$ cat src/rtl/accum_frame.sv
// Frame accumulator: add/sub/load/clear on a registered sum, with a result
// and sticky carry/borrow flag captured every FRAME counted operations.
`timescale 1ns/1ps
module accum_frame #(
    parameter int WIDTH    = 8,
    parameter int FRAME    = 4,
    parameter bit SATURATE = 1'b0
) (
    input  logic                       clk_i,
    input  logic                       rst_ni,
    input  logic [WIDTH-1:0]           data_i,
    input  logic                       valid_i,
    input  logic [1:0]                 mode_i,
    output logic [WIDTH-1:0]           sum_o,
    output logic [WIDTH-1:0]           reg_sum_o,
    output logic                       ovf_o,
    output logic [WIDTH-1:0]           result_o,
    output logic                       result_ovf_o,
    output logic                       done_o,
    output logic [$clog2(FRAME+1)-1:0] count_o
);
    localparam int CW = $clog2(FRAME + 1);
    localparam logic [CW-1:0] FRAME_CNT = CW'(FRAME);
    localparam logic [1:0] MODE_ADD  = 2'b00;
    localparam logic [1:0] MODE_SUB  = 2'b01;
    localparam logic [1:0] MODE_LOAD = 2'b10;
    localparam logic [1:0] MODE_CLR  = 2'b11;

    logic [WIDTH-1:0] reg_sum_q, reg_sum_d;
    logic [WIDTH-1:0] result_q, result_d;
    logic [CW-1:0]    count_q, count_d;
    logic             ovf_q, ovf_d;
    logic             result_ovf_q, result_ovf_d;
    logic             done_q, done_d;

    logic [WIDTH:0]   add_full, sub_full;
    logic [WIDTH-1:0] sum_c;
    logic             flag_c;
    logic [CW-1:0]    op_count;
    logic             op_ovf;

    // The extra top bit of each result is the carry (add) or borrow (sub).
    assign add_full = {1'b0, reg_sum_q} + {1'b0, data_i};
    assign sub_full = {1'b0, reg_sum_q} - {1'b0, data_i};

    always_comb begin
        sum_c  = '0;
        flag_c = 1'b0;
        case (mode_i)
            MODE_ADD: begin
                flag_c = add_full[WIDTH];
                sum_c  = (SATURATE && flag_c) ? '1 : add_full[WIDTH-1:0];
            end
            MODE_SUB: begin
                flag_c = sub_full[WIDTH];
                sum_c  = (SATURATE && flag_c) ? '0 : sub_full[WIDTH-1:0];
            end
            MODE_LOAD: sum_c = data_i;
            default:   sum_c = '0;
        endcase
    end

    // Load starts a fresh frame at count 1 with the flag cleared.
    assign op_count = (mode_i == MODE_LOAD) ? CW'(1) : count_q + CW'(1);
    assign op_ovf   = (mode_i == MODE_LOAD) ? 1'b0 : (ovf_q | flag_c);

    always_comb begin
        reg_sum_d    = reg_sum_q;
        count_d      = count_q;
        ovf_d        = ovf_q;
        result_d     = result_q;
        result_ovf_d = result_ovf_q;
        done_d       = 1'b0;
        if (valid_i) begin
            if (mode_i == MODE_CLR) begin
                reg_sum_d = '0;
                count_d   = '0;
                ovf_d     = 1'b0;
            end else if (op_count == FRAME_CNT) begin
                result_d     = sum_c;
                result_ovf_d = op_ovf;
                reg_sum_d    = '0;
                count_d      = '0;
                ovf_d        = 1'b0;
                done_d       = 1'b1;
            end else begin
                reg_sum_d = sum_c;
                count_d   = op_count;
                ovf_d     = op_ovf;
            end
        end
    end

    always_ff @(posedge clk_i or negedge rst_ni) begin
        if (!rst_ni) begin
            reg_sum_q    <= '0;
            count_q      <= '0;
            ovf_q        <= 1'b0;
            result_q     <= '0;
            result_ovf_q <= 1'b0;
            done_q       <= 1'b0;
        end else begin
            reg_sum_q    <= reg_sum_d;
            count_q      <= count_d;
            ovf_q        <= ovf_d;
            result_q     <= result_d;
            result_ovf_q <= result_ovf_d;
            done_q       <= done_d;
        end
    end

    assign sum_o        = sum_c;
    assign reg_sum_o    = reg_sum_q;
    assign ovf_o        = ovf_q;
    assign result_o     = result_q;
    assign result_ovf_o = result_ovf_q;
    assign done_o       = done_q;
    assign count_o      = count_q;
endmodule

$ cat config.mk
export PLATFORM = sky130hd
export DESIGN_NAME = accum_frame
export DESIGN_NICKNAME = d
export VERILOG_FILES = /design/src/rtl/accum_frame.sv
export SDC_FILE = /design/constraint.sdc
export NUM_CORES = 1
export LEC_CHECK = 0
export ABC_AREA = 1
export ABC_CLOCK_PERIOD_IN_PS = 2250
export CAP_MARGIN = 5
export CORE_MARGIN = 5
export CORE_UTILIZATION = 52
export CTS_BUF_LIST = sky130_fd_sc_hd__clkbuf_8
export DETAILED_ROUTE_END_ITERATION = 12
export PLACE_DENSITY = 0.93
export SYNTH_ARGS = -nofsm -noshare
export SYNTH_HDL_FRONTEND = slang
export SYNTH_SLANG_ARGS = --single-unit
$ cat constraint.sdc
create_clock -name clk_i -period 2.25 [get_ports clk_i]
set_clock_uncertainty 0.1 [all_clocks]
set_input_delay 0.3375 -clock clk_i [delete_from_list [all_inputs] [get_ports clk_i]]
set_output_delay 0.3375 -clock clk_i [all_outputs]
set_load 0.05 [all_outputs]
==> out/results.md, run 1 <==
### Run status
- **status** stopped before the end
- **last stage reached** global routing (5_1_grt)
- **Stop Error** [ERROR GRT-0232] Routing congestion too high. Check the congestion heatmap in the GUI.

### GRT
- **overall routing resource usage** 0.723
- **global-route congestion overflow total** 96
- **pin count of the biggest net entering global routing** 15

### Synthesis
- **Cell variety after synth** 30
- **commonest register cell after synthesis** sky130_fd_sc_hd__dfrtp_1
- **gate count after technology mapping** 267
- **#FFs+latches synth** 22
- **post-synthesis cell type with the largest combined area** sky130_fd_sc_hd__dfrtp_1
- **ranking of synthesized cells by area** sky130_fd_sc_hd__dfrtp_1 30%, sky130_fd_sc_hd__nand2_1 19%, sky130_fd_sc_hd__ha_1 11%
- **sequential-to-total area share from yosys stat** 0.297
- **count of synthesis-stage warnings from yosys** 0
- **net count after synthesis** 299
- **average cell area after synthesis** 6.93 um^2
- **count of flip-flops with a built-in enable after synthesis** 0
- **total standard cell area after synthesis** 1850 um^2
- **Async S/R FF share, synth** 1.00
- **fraction of synthesized cell area taken by the top area cell type** 0.297

### Floorplan
- **die width** 69.7 um
- **num rows** 21
- **starting utilization of the core area** 0.546
- **Vert. Die Dim** 69.7 um
- **number of I/O pins** 43

### Place
- **number of input and output port buffers inserted** 42
- **total half-perimeter wirelength after legalization and detailed placement** 5.31 mm
- **global placement routability congestion** 0.991

### Clock network
- **Clock Path Buffers** 2
- **H-tree levels** 1
- **CTS Buf Count** 3
- **clock sink total** 22
- **Clock Root Buffer** sky130_fd_sc_hd__clkbuf_8
- **# hold bufs at CTS** 0

### STA
- **worst-path endpoint after global-route repair_timing** sum_o[6]
- **type of the worst endpoint after the last repair** primary output

==> per-stage QoR <==
stage / setup slack, ps / util / cells / TNS (ps) / cell area (um^2)
floorplan: 3.40 / - / 267 / 0 / 1920
global placement: -346 / 0.820 / 396 / -3780 / 2780
detailed placement: -460 / 0.820 / 396 / -5890 / 2780
CTS: -163 / 0.914 / 416 / -826 / 3100
==> per-layer routing <==
| metal | GRT usage | GRT overflow |
|---|---|---|
| met3 | 0.529 | 0 |
| met4 | 0.785 | 37 |
| met1 | 0.715 | 0 |
| met2 | 0.907 | 59 |
| met5 | 0.0444 | 0 |
==> repair_timing <==
item                                    CTS
resized for setup                        51
pin swaps                                20
setup buffers                            16
endpoints found under the setup margin   13
==> cell usage after synthesis (2+ instances only) <==
master / count
sky130_fd_sc_hd__a21oi_1: 10
sky130_fd_sc_hd__buf_2: 2
sky130_fd_sc_hd__dfrtp_1: 22
sky130_fd_sc_hd__fa_1: 2
sky130_fd_sc_hd__ha_1: 17
sky130_fd_sc_hd__inv_1: 36
sky130_fd_sc_hd__inv_2: 5
sky130_fd_sc_hd__inv_4: 2
sky130_fd_sc_hd__nand2_1: 92
sky130_fd_sc_hd__nand2_2: 2
sky130_fd_sc_hd__nand3_1: 27
sky130_fd_sc_hd__nand4_1: 8
sky130_fd_sc_hd__nor2_1: 15
sky130_fd_sc_hd__nor2_4: 2
sky130_fd_sc_hd__o211ai_1: 2
sky130_fd_sc_hd__o21ai_0: 6
sky130_fd_sc_hd__o21ai_2: 2
sky130_fd_sc_hd__o22ai_1: 3
==> kinds of logic after synthesis <==
family,share of synthesized area
buffers and inverters,0.103
AOI/OAI and AO/OA,0.0805
adders and majority gates,0.137
and+or+nand+nor,0.377
DFF,0.297
xor gates and xnor gates,0.00473
==> inputs of run 2 (changes only) <==
- CORE_UTILIZATION: 52 -> 40
- CTS_BUF_LIST: sky130_fd_sc_hd__clkbuf_8 -> unset
- PLACE_DENSITY: 0.93 -> unset
- PLACE_DENSITY_LB_ADDON: unset -> 0.15
==> run 2 against run 1 <==
  * The flow now finishes, with violations (negative setup slack)
  * Area after synthesis did not move
  * Synthesized cell count did not move
==> out/results.md, run 2 <==
### Finish
- **most common cell after layout, fill and taps aside** sky130_fd_sc_hd__nand2_1
- **total number of nets in the final design** 409
- **Synth-to-Final Area Change** 73.9%
- **n_diodes** 0
- **area of the multi-input gates** 1390 um^2
- **storage element area** 559 um^2
- **commonest cells after routing, fill and taps aside** 80 x sky130_fd_sc_hd__nand2_1, 65 x sky130_fd_sc_hd__buf_4, 27 x sky130_fd_sc_hd__clkdlybuf4s50_1
- **fraction of final layout cells with drive strength greater than 1** 0.423
- **fill cell count** 332

### Setup path
- **sort of element at the start of the critical path** register
- **most used cell, CP** sky130_fd_sc_hd__nand2_2
- **crit end category** output port
- **critical path arrival** 1930 ps
- **master of the slowest instance on the critical path** sky130_fd_sc_hd__dfrtp_2
- **CP Data Required Time** 1810 ps
- **peak per-stage delay on the critical path** 440 ps
- **critical path cell sequence** ha_4 -> inv_4 -> nand2_2 -> nand2_2 -> inv_2 -> nand2_2 -> nand2_1 -> nand3_1 -> o211ai_1 -> clkbuf_16
- **critical path buffer and inverter count** 3
- **family with the most delay on the worst path** flip-flops
- **type of the setup path with the least slack** reg2out
- **biggest fanout along the worst timing path** 5

### Route
- **total length of routed wires** 5.84 mm
- **count of TritonRoute iterations in the first routing pass** 4
- **Avg WL per Cell** 13.6 um
- **routed vias/inst** 5.01
- **vias** 2146
- **DRT antenna net count** 0
- **count of unresolved DRC violations after routing** 0
- **DRT iter0 DRCs** 60

### GRT
- **overall routing resource usage** 0.198
- **global-route congestion overflow total** 0
- **initial antenna violation count** 0
- **global-route wire length before repair** 10.0 mm
- **pin count of the biggest net entering global routing** 23
- **vias in the first global route** 2220

### STA
- **Period Utilization, post-route** 1.05
- **fin worst setup slack** -118 ps
- **number of pins with negative max-slew slack in the final report** 0
- **worst slack on hold paths** 319 ps
- **relative slew slack** 0.658
- **number of failing setup endpoints in the final timing report** 6
- **Worst-Margin Slew** 511 ps
- **final-layout setup total negative slack** -432 ps
- **upper clock frequency limit** 422 MHz
- **total count of hold-check failures in the final report** 0
- **unrepaired setup endpoints after global routing** yes
- **crit path time final** 2370 ps

### Synthesis
- **total standard cell area after synthesis** 1850 um^2, unchanged
- **#FFs+latches synth** 22, unchanged
- **fraction of synthesized cell area taken by the top area cell type** 0.297, unchanged
- **count of flip-flops with a built-in enable after synthesis** 0, unchanged
- **sequential-to-total area share from yosys stat** 0.297, unchanged
- **count of synthesis-stage warnings from yosys** 0, unchanged
- **gate count after technology mapping** 267, unchanged
- **Async S/R FF share, synth** 1.00, unchanged
- **post-synthesis cell type with the largest combined area** sky130_fd_sc_hd__dfrtp_1
- **library cell with the highest instance count after synthesis** sky130_fd_sc_hd__nand2_1
- **commonest register cell after synthesis** sky130_fd_sc_hd__dfrtp_1
- **ranking of synthesized cells by area** sky130_fd_sc_hd__dfrtp_1 30%, sky130_fd_sc_hd__nand2_1 19%, sky130_fd_sc_hd__ha_1 11%
- **most instantiated cells after synthesis** 92 x sky130_fd_sc_hd__nand2_1, 36 x sky130_fd_sc_hd__inv_1, 27 x sky130_fd_sc_hd__nand3_1
- **average cell area after synthesis** 6.93 um^2, unchanged
- **Cell variety after synth** 30, unchanged
- **net count after synthesis** 299, unchanged

### Floorplan
- **num rows** 24, +14%
- **Vert. Die Dim** 78.0 um, +12%
- **number of I/O pins** 43, unchanged
- **die width** 78.0 um, +12%
- **Die Area** 6090 um^2
- **starting utilization of the core area** 0.419, -0.127
- **Placeable Area** 4410 um^2

### Clock network
- **Clock Path Buffers** 2, unchanged
- **H-tree levels** 1, unchanged
- **clock-pin transition on the worst setup and hold timing paths** 80 ps
- **Clock Root Buffer** sky130_fd_sc_hd__clkbuf_8
- **clock sink total** 22, unchanged
- **TritonCTS clock tree** built
- **CTS Buf Count** 3, unchanged
- **clock latency reported for the late side of the worst-skew pair** 260 ps

### Run status
- **failing checks** negative setup slack
- **status** finished, violations left

### Place
- **worst slack, placed** -428 ps, +32.0 ps
- **number of input and output port buffers inserted** 42, unchanged
- **total half-perimeter wirelength after legalization and detailed placement** 4.40 mm, -17%
- **global placement routability congestion** 0.888, -10%

### Pwr
- **static leakage** 0.00167 uW
- **Peak VDD IR** 634 uV
- **power density over the cells** 831 nW/um^2

### Hold path
- **path type of the worst min-delay path** in2async

### Run
- **max-cap check violation count** 0

## run 2: routing by layer
| metal | vias to the layer above | wire, um | part of all wire | global-route usage |
|---|---|---|---|---|
| met2 | 45 | 2780 | 0.48 | 0.332 |
| met1 | 1014 | 2760 | 0.47 | 0.264 |
| met3 | 15 | 183 | 0.031 | 0.0309 |
| li1 | 1072 | - | - | - |
| met5 | - | 0 | 0 | 0 |
| met4 | 0 | 114 | 0.020 | 0.0557 |
## run 2: metrics by stage
step                      power [uW]  area (um^2)  utilization  instances
after floorplan                 1530         1920            -        267
after global placement          2170         2820        0.640        407
after detailed placement        2180         2820        0.640        407
after CTS                       2620         3130        0.709        422
after global routing            2850         3220        0.729        428
final                           2670         3220        0.729        428
## run 2: power by group
part	total, uW	switching [uW]	internal (uW)
combinational	1840	1070	770
sequential	583	82.2	501
clock	247	121	126
total	2670	1280	1400
## run 2: what timing repair did
item,CTS,global route
setup endpoints to repair,7,7
pin swaps,20,12
setup buffers,11,6
gates resized for setup,59,14
hold buffers,0,0
## run 2: area by class of cell
class,instances,area share
Timing Repair Buffer,108,0.307
Sequential cell,22,0.174
Multi-Input combinational cell,198,0.430
Clock buffer,4,0.0140
Inverter,44,0.0544
Tap cell,52,0.0202
## run 2: cells by family after synthesis
| family | after synthesis | synth area share |
|---|---|---|
| compound gates | 25 | 0.0805 |
| flops | 22 | 0.297 |
| buf+inv | 47 | 0.103 |
| simple gates | 153 | 0.377 |
| fa+ha+maj | 19 | 0.137 |
| xor+xnor | 1 | 0.00473 |
## run 2: path summary, 6_finish.rpt
check                                          from                        to  slack (ps)  depth (start not counted)
setup / recovery           reg_sum_o[2]$_DFFE_PN0P_                  sum_o[3]        -120                         10
setup reg to reg           reg_sum_o[4]$_DFFE_PN0P_   result_o[5]$_DFFE_PN0P_         140                         13
min in group clk_i          result_o[4]$_DFFE_PN0P_   result_o[4]$_DFFE_PN0P_         390                          2
hold reg to reg             result_o[4]$_DFFE_PN0P_   result_o[4]$_DFFE_PN0P_         390                          2
hold / removal                               rst_ni    count_o[2]$_DFFE_PN0P_         320                          2
max in group asynchronous                    rst_ni  reg_sum_o[5]$_DFFE_PN0P_        1480                          2
Note: power is estimated with default switching activity, not from simulation.
==> inputs of run 3 (changes only) <==
- DONT_BUFFER_PORTS: unset -> 1
==> run 3 against run 2 <==
  * The run still ends with negative setup slack left
  * Largest cell class unchanged
  * Sequential power grew 44%
  * Cell area decreased by 23%
  * Non-clock buffer count shrank 79
  * Combinational power fell by 39%
  * Highest routed layer unchanged
  * Power is 16% lower
  * Worst setup slack improved by 91 ps
  * Clock power rose by 16%
  * Global-route usage is 2.3 points lower
  * Sequential share of layout area grew 5.0 points
  * Register-to-register slack improved by 160 ps
==> out/results.md, run 3 (synthesized netlist as in run 2, its figures left out) <==
### GRT
- **vias in the first global route** 1741, -22%
- **pin count of the biggest net entering global routing** 23, unchanged
- **overall routing resource usage** 0.175, -0.0230
- **initial antenna violation count** 0, unchanged
- **global-route wire length before repair** 8.80 mm, -12%
- **global-route congestion overflow total** 0, unchanged

### STA
- **worst slack on hold paths** 57.7 ps, -261 ps
- **crit path time final** 2280 ps, -90.8 ps
- **Worst-Margin Slew** 998 ps, +487 ps
- **final-layout setup total negative slack** -82.7 ps, +349 ps
- **number of pins with negative max-slew slack in the final report** 0, unchanged
- **total count of hold-check failures in the final report** 0, unchanged
- **Period Utilization, post-route** 1.01, -0.0403
- **fin worst setup slack** -27.0 ps, +90.8 ps
- **unrepaired setup endpoints after global routing** yes
- **relative slew slack** 0.333, -0.326
- **number of failing setup endpoints in the final timing report** 5, -1
- **upper clock frequency limit** 439 MHz, +4.0%

### Route
- **vias** 1780, -17%
- **routed vias/inst** 5.10, +1.7%
- **count of unresolved DRC violations after routing** 0, unchanged
- **met2 wire length** 2.34 mm, -16%
- **total length of routed wires** 5.20 mm, -11%
- **DRT iter0 DRCs** 129, +110%
- **count of TritonRoute iterations in the first routing pass** 4, unchanged
- **met3 WL** 310 um, +69%
- **Avg WL per Cell** 14.9 um, +9.2%
- **DRT antenna net count** 0, unchanged
- **total routed wire length on the met1 layer** 2.50 mm, -9.5%
- **uppermost metal layer occupied by signal nets** met4

### Run status
- **failing checks** negative setup slack
- **status** finished, violations left

### Clock network
- **Clock Root Buffer** sky130_fd_sc_hd__clkbuf_8
- **Clock Path Buffers** 2, unchanged
- **clock sink total** 22, unchanged
- **H-tree levels** 1, unchanged
- **clock latency reported for the late side of the worst-skew pair** 260 ps, about the same
- **CTS Buf Count** 3, unchanged
- **TritonCTS clock tree** built
- **clock-pin transition on the worst setup and hold timing paths** 80 ps, about the same

### Floorplan
- **Die Area** 6090 um^2, unchanged
- **Vert. Die Dim** 78.0 um, unchanged
- **Placeable Area** 4410 um^2, unchanged
- **num rows** 24, unchanged
- **starting utilization of the core area** 0.419, unchanged
- **die width** 78.0 um, unchanged
- **number of I/O pins** 43, unchanged

### Finish
- **fraction of final layout cells with drive strength greater than 1** 0.340, -0.0828
- **Synth-to-Final Area Change** 34.4%
- **most common cell after layout, fill and taps aside** sky130_fd_sc_hd__nand2_1
- **total number of nets in the final design** 330, -19%
- **commonest cells after routing, fill and taps aside** 83 x sky130_fd_sc_hd__nand2_1, 28 x sky130_fd_sc_hd__inv_1, 21 x sky130_fd_sc_hd__buf_4
- **fin cells** 349, -18%
- **n_diodes** 0, unchanged
- **fill cell count** 425, +28%

### Run
- **max-cap check violation count** 0, unchanged

### Hold path
- **path type of the worst min-delay path** in2reg

### Setup path
- **biggest fanout along the worst timing path** 4, -1
- **minimum setup slack among reg-to-reg paths** 300 ps, +160 ps
- **type of the setup path with the least slack** reg2out
- **sort of element at the start of the critical path** register
- **critical path arrival** 1840 ps, -90 ps
- **CP Data Required Time** 1810 ps, about the same
- **crit end category** output port

### Place
- **number of instances in the placed design** 334, -18%
- **global placement routability congestion** 0.888, about the same
- **worst slack, placed** 110 ps, +538 ps
- **number of input and output port buffers inserted** 0, -100%
- **total half-perimeter wirelength after legalization and detailed placement** 4.03 mm, -8.6%

### Pwr
- **Peak VDD IR** 695 uV, +9.7%
- **power density over the cells** 902 nW/um^2, +8.6%
- **static leakage** 0.00131 uW, -22%

## run 3: repair_timing
action	in CTS	in global routing
buffers inserted	7	3
endpoints found under the setup margin	7	7
gates resized for setup	29	26
hold buffers	1	0
pin swaps	10	17
hold endpoints to repair	22	0
## run 3: where the power goes
group	leakage [uW]	total, uW	internal [uW]	switching (uW)
logic	0.000995	1120	421	696
clock network	0.0000288	286	156	130
registers	0.000284	840	494	346
## run 3: critical path, stage by stage, from the launching register on
cell	delay, ps
sky130_fd_sc_hd__dfrtp_2	420
sky130_fd_sc_hd__inv_1	120
sky130_fd_sc_hd__fa_2	380
sky130_fd_sc_hd__inv_2	80
sky130_fd_sc_hd__nand3_1	100
sky130_fd_sc_hd__nand2_2	120
sky130_fd_sc_hd__a21oi_2	70
sky130_fd_sc_hd__o21ai_2	80
sky130_fd_sc_hd__nand3_4	210
## run 3: worst paths after layout
path,from,to,cells after the start
min in group asynchronous,rst_ni,count_o[0]$_DFFE_PN0P_,1
max in group asynchronous,rst_ni,reg_sum_o[5]$_DFFE_PN0P_,1
worst max register to register,reg_sum_o[1]$_DFFE_PN0P_,reg_sum_o[4]$_DFFE_PN0P_,10
worst max-delay path,reg_sum_o[1]$_DFFE_PN0P_,sum_o[4],8
worst min register to register,count_o[0]$_DFFE_PN0P_,count_o[0]$_DFFE_PN0P_,2
worst min-delay path,valid_i,reg_sum_o[0]$_DFFE_PN0P_,1
## run 3: layout make-up
| type | instances | area, um^2 | share of cell area |
|---|---|---|---|
| well taps | 52 | 65.1 | 0.0262 |
| repair buffers | 29 | 275 | 0.111 |
| flip-flops and latches | 22 | 557 | 0.224 |
| clock buffers | 4 | 55.1 | 0.0221 |
| multi-input cells | 198 | 1360 | 0.546 |
| inverters | 44 | 178 | 0.0714 |
## run 3: metal layers
layer  vias to the layer above  track usage
met5                         -            0
met4                         0       0.0422
met2                        36        0.260
li1                        917            -
met3                         4       0.0320
met1                       823        0.262
## run 3: through the flow
stage	util	cell area, um^2	power (uW)
after floorplan	-	1920	1530
after global placement	0.485	2140	1780
after detailed placement	0.485	2140	1790
after CTS	0.535	2360	2190
after global routing	0.563	2490	2400
final	0.563	2490	2240
==> inputs of run 4 (changes only) <==
- CAP_MARGIN: 5 -> unset
==> results of run 4 <==
Same layout as run 3: the final DEF is identical, and so are final timing and power.
